[src/rtl/mem_arbiter.sv]
// ----------------------------------------------------------------------------
// mem_arbiter : shares one async SRAM between instruction fetch and MEM stage
// Revision    : 1.0
// ----------------------------------------------------------------------------
`default_nettype none

module mem_arbiter (
  input  logic        clk,
  input  logic        rst,
  input  logic        if_req,
  input  logic [15:0] if_addr,
  output logic [15:0] if_inst,
  output logic        if_valid,
  input  logic [1:0]  mem_op,
  input  logic [15:0] mem_addr,
  input  logic [15:0] mem_wdata,
  output logic [15:0] mem_rdata,
  output logic        mem_done,
  output logic        ram_pause,
  output logic [15:0] sram_addr,
  output logic [15:0] sram_dout,
  input  logic [15:0] sram_din,
  output logic        sram_drive,
  output logic        sram_ce_n,
  output logic        sram_oe_n,
  output logic        sram_we_n
);

  localparam logic [1:0] c_op_read  = 2'b01;
  localparam logic [1:0] c_op_write = 2'b10;

  typedef enum logic [2:0] {
    IDLE = 3'd0,
    RD1  = 3'd1,
    RD2  = 3'd2,
    WR1  = 3'd3,
    WR2  = 3'd4,
    WR3  = 3'd5,
    DONE = 3'd6
  } state_t;

  typedef enum logic [1:0] {
    K_FETCH = 2'd0,
    K_LOAD  = 2'd1,
    K_STORE = 2'd2
  } kind_t;

  state_t      r_state;
  state_t      w_next;
  kind_t       r_kind;
  logic [15:0] r_addr;
  logic [15:0] r_wdata;
  logic [15:0] r_if_inst;
  logic [15:0] r_mem_rdata;

  logic w_op_rd;
  logic w_op_wr;
  logic w_done_fetch;
  logic w_done_mem;

  // Reserved encoding 11 matches neither compare and so behaves as "none".
  assign w_op_rd      = (mem_op == c_op_read);
  assign w_op_wr      = (mem_op == c_op_write);
  assign w_done_fetch = (r_state == DONE) && (r_kind == K_FETCH);
  assign w_done_mem   = (r_state == DONE) && (r_kind != K_FETCH);

  always_comb begin
    w_next     = r_state;
    sram_ce_n  = 1'b1;
    sram_oe_n  = 1'b1;
    sram_we_n  = 1'b1;
    sram_drive = 1'b0;
    case (r_state)
      IDLE: begin
        if (w_op_rd)      w_next = RD1;
        else if (w_op_wr) w_next = WR1;
        else if (if_req)  w_next = RD1;
      end
      RD1: begin
        sram_ce_n = 1'b0;
        sram_oe_n = 1'b0;
        w_next    = RD2;
      end
      RD2: begin
        sram_ce_n = 1'b0;
        sram_oe_n = 1'b0;
        w_next    = DONE;
      end
      WR1: begin
        sram_ce_n  = 1'b0;
        sram_drive = 1'b1;
        w_next     = WR2;
      end
      WR2: begin
        sram_ce_n  = 1'b0;
        sram_drive = 1'b1;
        sram_we_n  = 1'b0;
        w_next     = WR3;
      end
      WR3: begin
        sram_ce_n  = 1'b0;
        sram_drive = 1'b1;
        w_next     = DONE;
      end
      default: w_next = IDLE;
    endcase
  end

  always_ff @(posedge clk) begin
    if (!rst) begin
      r_state     <= IDLE;
      r_kind      <= K_FETCH;
      r_addr      <= 16'h0000;
      r_wdata     <= 16'h0000;
      r_if_inst   <= 16'h0000;
      r_mem_rdata <= 16'h0000;
    end else begin
      r_state <= w_next;
      if (r_state == IDLE) begin
        if (w_op_rd) begin
          r_kind  <= K_LOAD;
          r_addr  <= mem_addr;
          r_wdata <= mem_wdata;
        end else if (w_op_wr) begin
          r_kind  <= K_STORE;
          r_addr  <= mem_addr;
          r_wdata <= mem_wdata;
        end else if (if_req) begin
          r_kind  <= K_FETCH;
          r_addr  <= if_addr;
          r_wdata <= mem_wdata;
        end
      end
      // Read data is captured on the edge that leaves RD2 and enters DONE.
      if (r_state == RD2) begin
        if (r_kind == K_FETCH) r_if_inst   <= sram_din;
        else                   r_mem_rdata <= sram_din;
      end
    end
  end

  assign sram_addr = r_addr;
  assign sram_dout = r_wdata;
  assign if_inst   = r_if_inst;
  assign mem_rdata = r_mem_rdata;
  assign if_valid  = w_done_fetch;
  assign mem_done  = w_done_mem;
  assign ram_pause = ((w_op_rd || w_op_wr) && !w_done_mem) || (if_req && !w_done_fetch);

endmodule

`default_nettype wire

[config.mk]
export PLATFORM = sky130hd
export DESIGN_NAME = mem_arbiter
export DESIGN_NICKNAME = d
export VERILOG_FILES = /design/src/rtl/mem_arbiter.sv
export SDC_FILE = /design/constraint.sdc
export NUM_CORES = 1
export LEC_CHECK = 0
export ABC_AREA = 1
export ABC_CLOCK_PERIOD_IN_PS = 1400
export BUFFER_PORTS_ARGS = -buffer_cell sky130_fd_sc_hd__buf_2
export CAP_MARGIN = 20
export CORE_MARGIN = 2
export CORE_UTILIZATION = 47
export DETAILED_ROUTE_END_ITERATION = 16
export PLACE_DENSITY_LB_ADDON = 0.2
export SYNTH_ARGS = -nofsm -noshare
export SYNTH_HDL_FRONTEND = slang
export SYNTH_SLANG_ARGS = --single-unit
[constraint.sdc]
create_clock -name clk -period 1.4 [get_ports clk]
set_input_delay 0.21 -clock clk [delete_from_list [all_inputs] [get_ports clk]]
set_output_delay 0.21 -clock clk [all_outputs]
set_load 0.03 [all_outputs]
# --- Word-level counts from Yosys, hierarchy flattened ---
# Cells that the tools add are included.
totals:
  register_bits: 69
  in_bits: 69
  output_inout_bits: 71
  word_cells: 52
classes:
  n_eq_ne: 9
  mux: 17
  bitwise_logic: 1
  reduce_logical: 19
op_table:
  columns: ["op", "n"]
  rows:
  - ["2-to-1 mux 16 bit", 6]
  - ["one-hot mux 3 bit (5 select lines)", 1]
  - ["== test 3 bit (second input constant)", 3]
  - ["2-to-1 mux 3 bit", 3]
  - ["== test 3 x 2 -> 1 bit (second input constant)", 2]
  - ["2-to-1 mux 2 bit", 3]
  - ["AND reduction 2 bit", 3]
  - ["OR reduction 5 bit", 1]
  - ["logical AND 1 bit", 4]
  - ["2-to-1 mux 1 bit", 4]
  - ["inequality test 4 bit (second input constant)", 1]
  - ["OR reduction 2 bit", 2]
  - ["== test 3 x 1 -> 1 bit (second input constant)", 1]
  - ["logical NOT 3 bit", 1]
  - ["nonzero test 3 bit", 1]
  - ["OR reduction 3 bit", 1]
  - ["== test 2 x 1 -> 1 bit (second input constant)", 1]
  - ["== test 2 bit (second input constant)", 1]
  - ["logical NOT 1 bit", 2]
  - ["logical NOT 2 bit", 1]
  - ["logical OR 1 bit", 2]
  - ["nonzero test 2 bit", 1]
  - ["NOT 1 bit", 1]

# --- Longest topological paths before layout ---
logic_depth:
  ltp_word: 5
  mapped_depth: 10
  depth_no_buf: 8

# --- Worst setup path after synthesis ---
# OpenSTA, ideal clock, no wires.
synth_path:
  path_kind: "register to output"
  from: "register r_state[0]"
  to: "output sram_ce_n"
  t_arrival_ps: 1511
  t_required_ps: 1190
  slack_ps: -321
  path_stages_with_launch: 4
  n_path_buf: 0
  cell_sequence: "dfxtp_1 nor2_1 nand2_1 nor3b_1"
synth_via:
  elab_chain_cells: 3
synth_rtl:
  columns: ["element", "line", "source"]
  rows:
  - ["from (decl)", "48", "state_t r_state;"]
  - ["from (signal assigned)", "118", "r_state <= w_next;"]
  - ["== test 3 x 2 -> 1 bit (tied with other cells)", "73", "case (r_state)"]
  - ["OR reduction 5 bit (no source line) (*)", null, null]
  - ["2-to-1 mux 1 bit (*)", "73", null]
  - ["to (decl)", "24", "output logic sram_ce_n,"]
# Mark *: on every way between the ends. The rest lies on a longest branch, timed or not.

# --- Final worst setup path ---
layout_path:
  from: "register r_state[1]"
  to: "output sram_ce_n"
# Same word-level chain as after synthesis.

==> results.cfg <==
[run_status]
outcome = complete, but fails checks
violations = negative setup slack

[timing]
setup_viol = 5
tightestPinTransition_ps = 261.4
relSlewSlack_pct = 82.39
fin_crit_sh_pct = 108.3
fmaxAchievable_mhz = 659.7
skew_ps = 10.46
min_period_ps = 1516
timing.final.max_slew_violations = 0
setup_slack_ps = -115.7
rsz0062_at_grt = true
finalHoldViolCount = 0
hold_slack_ps = 187.0

[synth]
synth_area_leader_cell = dfxtp_1
synth-compound-area-share_pct = 3.411
ys_warn_count = 0
synth_top_family_by_area = simple AND/OR/NAND/NOR gates
ys_ff_latch = 69
synth_xor_area_share_pct = 0
synth_area_leaders = dfxtp_1 (43%), nor2_1 (16%), nand2_1 (14%)
syn_nets = 555
syn_avg_cell_area_um2 = 6.683
synth_adder_area_share_pct = 1.163
synth_cells = 483
synth.distinct_cells = 25
synth_mux_area_share_pct = 0
syn_area_um2 = 3228
netlist.area_leader.share_pct = 42.79
yosys.area_share.simple_pct = 43.14
yosysSeqAreaShare_pct = 42.79

[global_routing]
grt_pass1_vias = 3026
grt_util_all_layers_pct = 21.77
grt_max_degree = 33
grt_first_pass_wirelength_um = 13210
grt_antenna_before_repair = 0
grt_overflow = 0

[cells_and_area]
num_antenna_cells = 0
area_delta_synth_final_pct = 36.74
nets = 705
final_layout_size_suffix_gt1_share_pct = 32.81
num-fill-cells = 629
final_core_util_pct = 65.70

[worst_setup_path]
criticalPathCategory = flop to primary output
cp_cell_sequence = buf_4 > nor2_4 > nand2_1 > nor3b_2 > buf_4
cp_top_family = flip-flops
slowest_delay_ps = 340
r2r-start = r_state[1]$_SDFFE_PN0P_
crit_start = r_state[1]$_SDFFE_PN0P_
crit_required_ps = 1190
slowest_stage = dfxtp_2
r2r_cells = 8
startpoint_type = flop
cp.depth = 5
r2r_setup_slack_ps = 60
cpMostUsedCell = buf_4
reg2reg_to = if_inst[1]$_SDFFE_PN0P_
critPathCaptureType = primary output
cp_max_fo = 2
arrival_ps = 1310
cp_num_buf_inv = 2
cp-endpoint = sram_ce_n

[floorplanning]
die_area_um2 = 7547
row_count = 30
fp.dieH_um = 86.88
start_util_pct = 48.04
core_area_um2 = 6719
die_x_um = 86.88
ioPinCount = 140

[clock_network]
h-tree-depth = 3
cts_buffers = 9
clockBufferDepth = 2
cts_sinks = 69
clock-root-buffer = clkbuf_8
cts_tree = yes
clk_pin_slew_ps = 80
clk_latency_ps = 330

[place]
port_buffers = 139
post-place-ws_ps = 22.29
place_congestion = 0.9269
dp_hpwl_um = 5796

[hold_path]
hold_class = primary input to flop

[detailed_routing]
ant_nets = 0
detail_route.wl_per_cell_um = 11.42
drt_pass1_iterations = 4
drc = 0
drt_iter0_drc = 157
num_vias = 3355
drt-vias-per-instance = 4.679
routed_wl_um = 8191

[power]
vdd_drop_max_mv = 0.7101
powerDensity_nw_per_um2 = 1591
leakagePower_uw = 0.002408

[job]
cap_viol_max_count = 0
[through the flow]
| step | TNS, ps | cells | area, um2 | total power, uW |
|---|---|---|---|---|
| final | -392.8 | 717 | 4414 | 7024 |
| after floorplan | -40.77 | 483 | 3242 | 4661 |
| after CTS | -338.1 | 715 | 4374 | 7006 |
| after global placement | 0 | 694 | 4103 | 5479 |
| after detailed placement | 0 | 694 | 4103 | 5535 |
| after global routing | -688.6 | 717 | 4414 | 7507 |
[tightest hold or removal path: cells and delay by family]
kind | cells | cell delay, ps
simple gates | 3 | 210
buf+inv | 1 | 70
[power breakdown]
| group | leakage [uW] | internal, uW | switching [uW] |
|---|---|---|---|
| Sequential | 0.000569 | 2350 | 215 |
| Clock | 0.0000856 | 624 | 709 |
| Combinational | 0.00175 | 1080 | 2050 |
[worst min path at each step]
stage | startpoint | endpoint | slack [ps] | cells after the start
6_report | mem_wdata[14] | sram_dout[14]$_SDFFE_PN0P_ | 190 | 4
5_1_grt | mem_wdata[3] | sram_dout[3]$_SDFFE_PN0P_ | 190 | 4
4_1_cts | mem_wdata[14] | sram_dout[14]$_SDFFE_PN0P_ | 180 | 4
3_5_place_dp | if_inst[5]$_SDFFE_PN0P_ | if_inst[5]$_SDFFE_PN0P_ | 470 | 2
3_3_place_gp | sram_dout[6]$_SDFFE_PN0P_ | sram_dout[6]$_SDFFE_PN0P_ | 460 | 2
2_1_floorplan | mem_wdata[0] | sram_dout[0]$_SDFFE_PN0P_ | 430 | 3
[Yosys cell counts (all sizes together)]
cell type	n
a21oi	2
ha	3
nor2	147
nand3	32
dfxtp	69
inv	42
nor3b	1
buf	19
clkbuf	6
nand2	124
nor3	1
nand3b	17
o21ai	20
[layout make-up]
cell class                 instances  area [um2]  area share, %
timing repair buffer             164       992.2          22.48
inverter                          42       165.2          3.741
tap                               80       100.1          2.268
multi-input combinational        347        1609          36.45
sequential                        69        1391          31.52
clock inverter                     5       28.78         0.6519
clock buffer                      10       127.6          2.891
[layer usage]
metal  wire length (um)  track usage, %
met1               3647           26.39
met2               4017           37.47
met3                436           5.972
met4                 90           6.676
met5                  0               0
[what timing repair did]
action | CTS | global route
pin swaps | 4 | 2
buffers inserted | 6 | 2
hold buffers | 0 | 0
resized for setup | 26 | 6
setup endpoints to repair | 7 | 27
[registers in the layout (all words and copies together) (netlist names)]
register,flops
if_inst,16
r_kind,2
sram_addr,16
r_state,3
mem_rdata,16
sram_dout,16
[kinds of logic after synthesis]
family	after synthesis
compound gates	22
fa+ha+maj	3
simple gates	322
flops	69
buf+inv	67
[cells in the final DEF, fill, tap and decap left out, types with 2 or more instances in the layout]
cell	count
a21oi_1	2
buf_12	6
buf_2	133
buf_4	20
buf_6	5
clkbuf_8	9
clkinv_2	4
dfxtp_1	65
dfxtp_2	2
dfxtp_4	2
ha_1	3
inv_1	36
inv_2	3
inv_4	3
nand2_1	119
nand2_2	2
nand2_4	2
nand3_1	32
nand3b_1	17
nor2_1	135
nor2_2	3
nor2_4	8
o21ai_0	17
o21ai_2	2
Note: power is estimated with default switching activity, not from simulation.
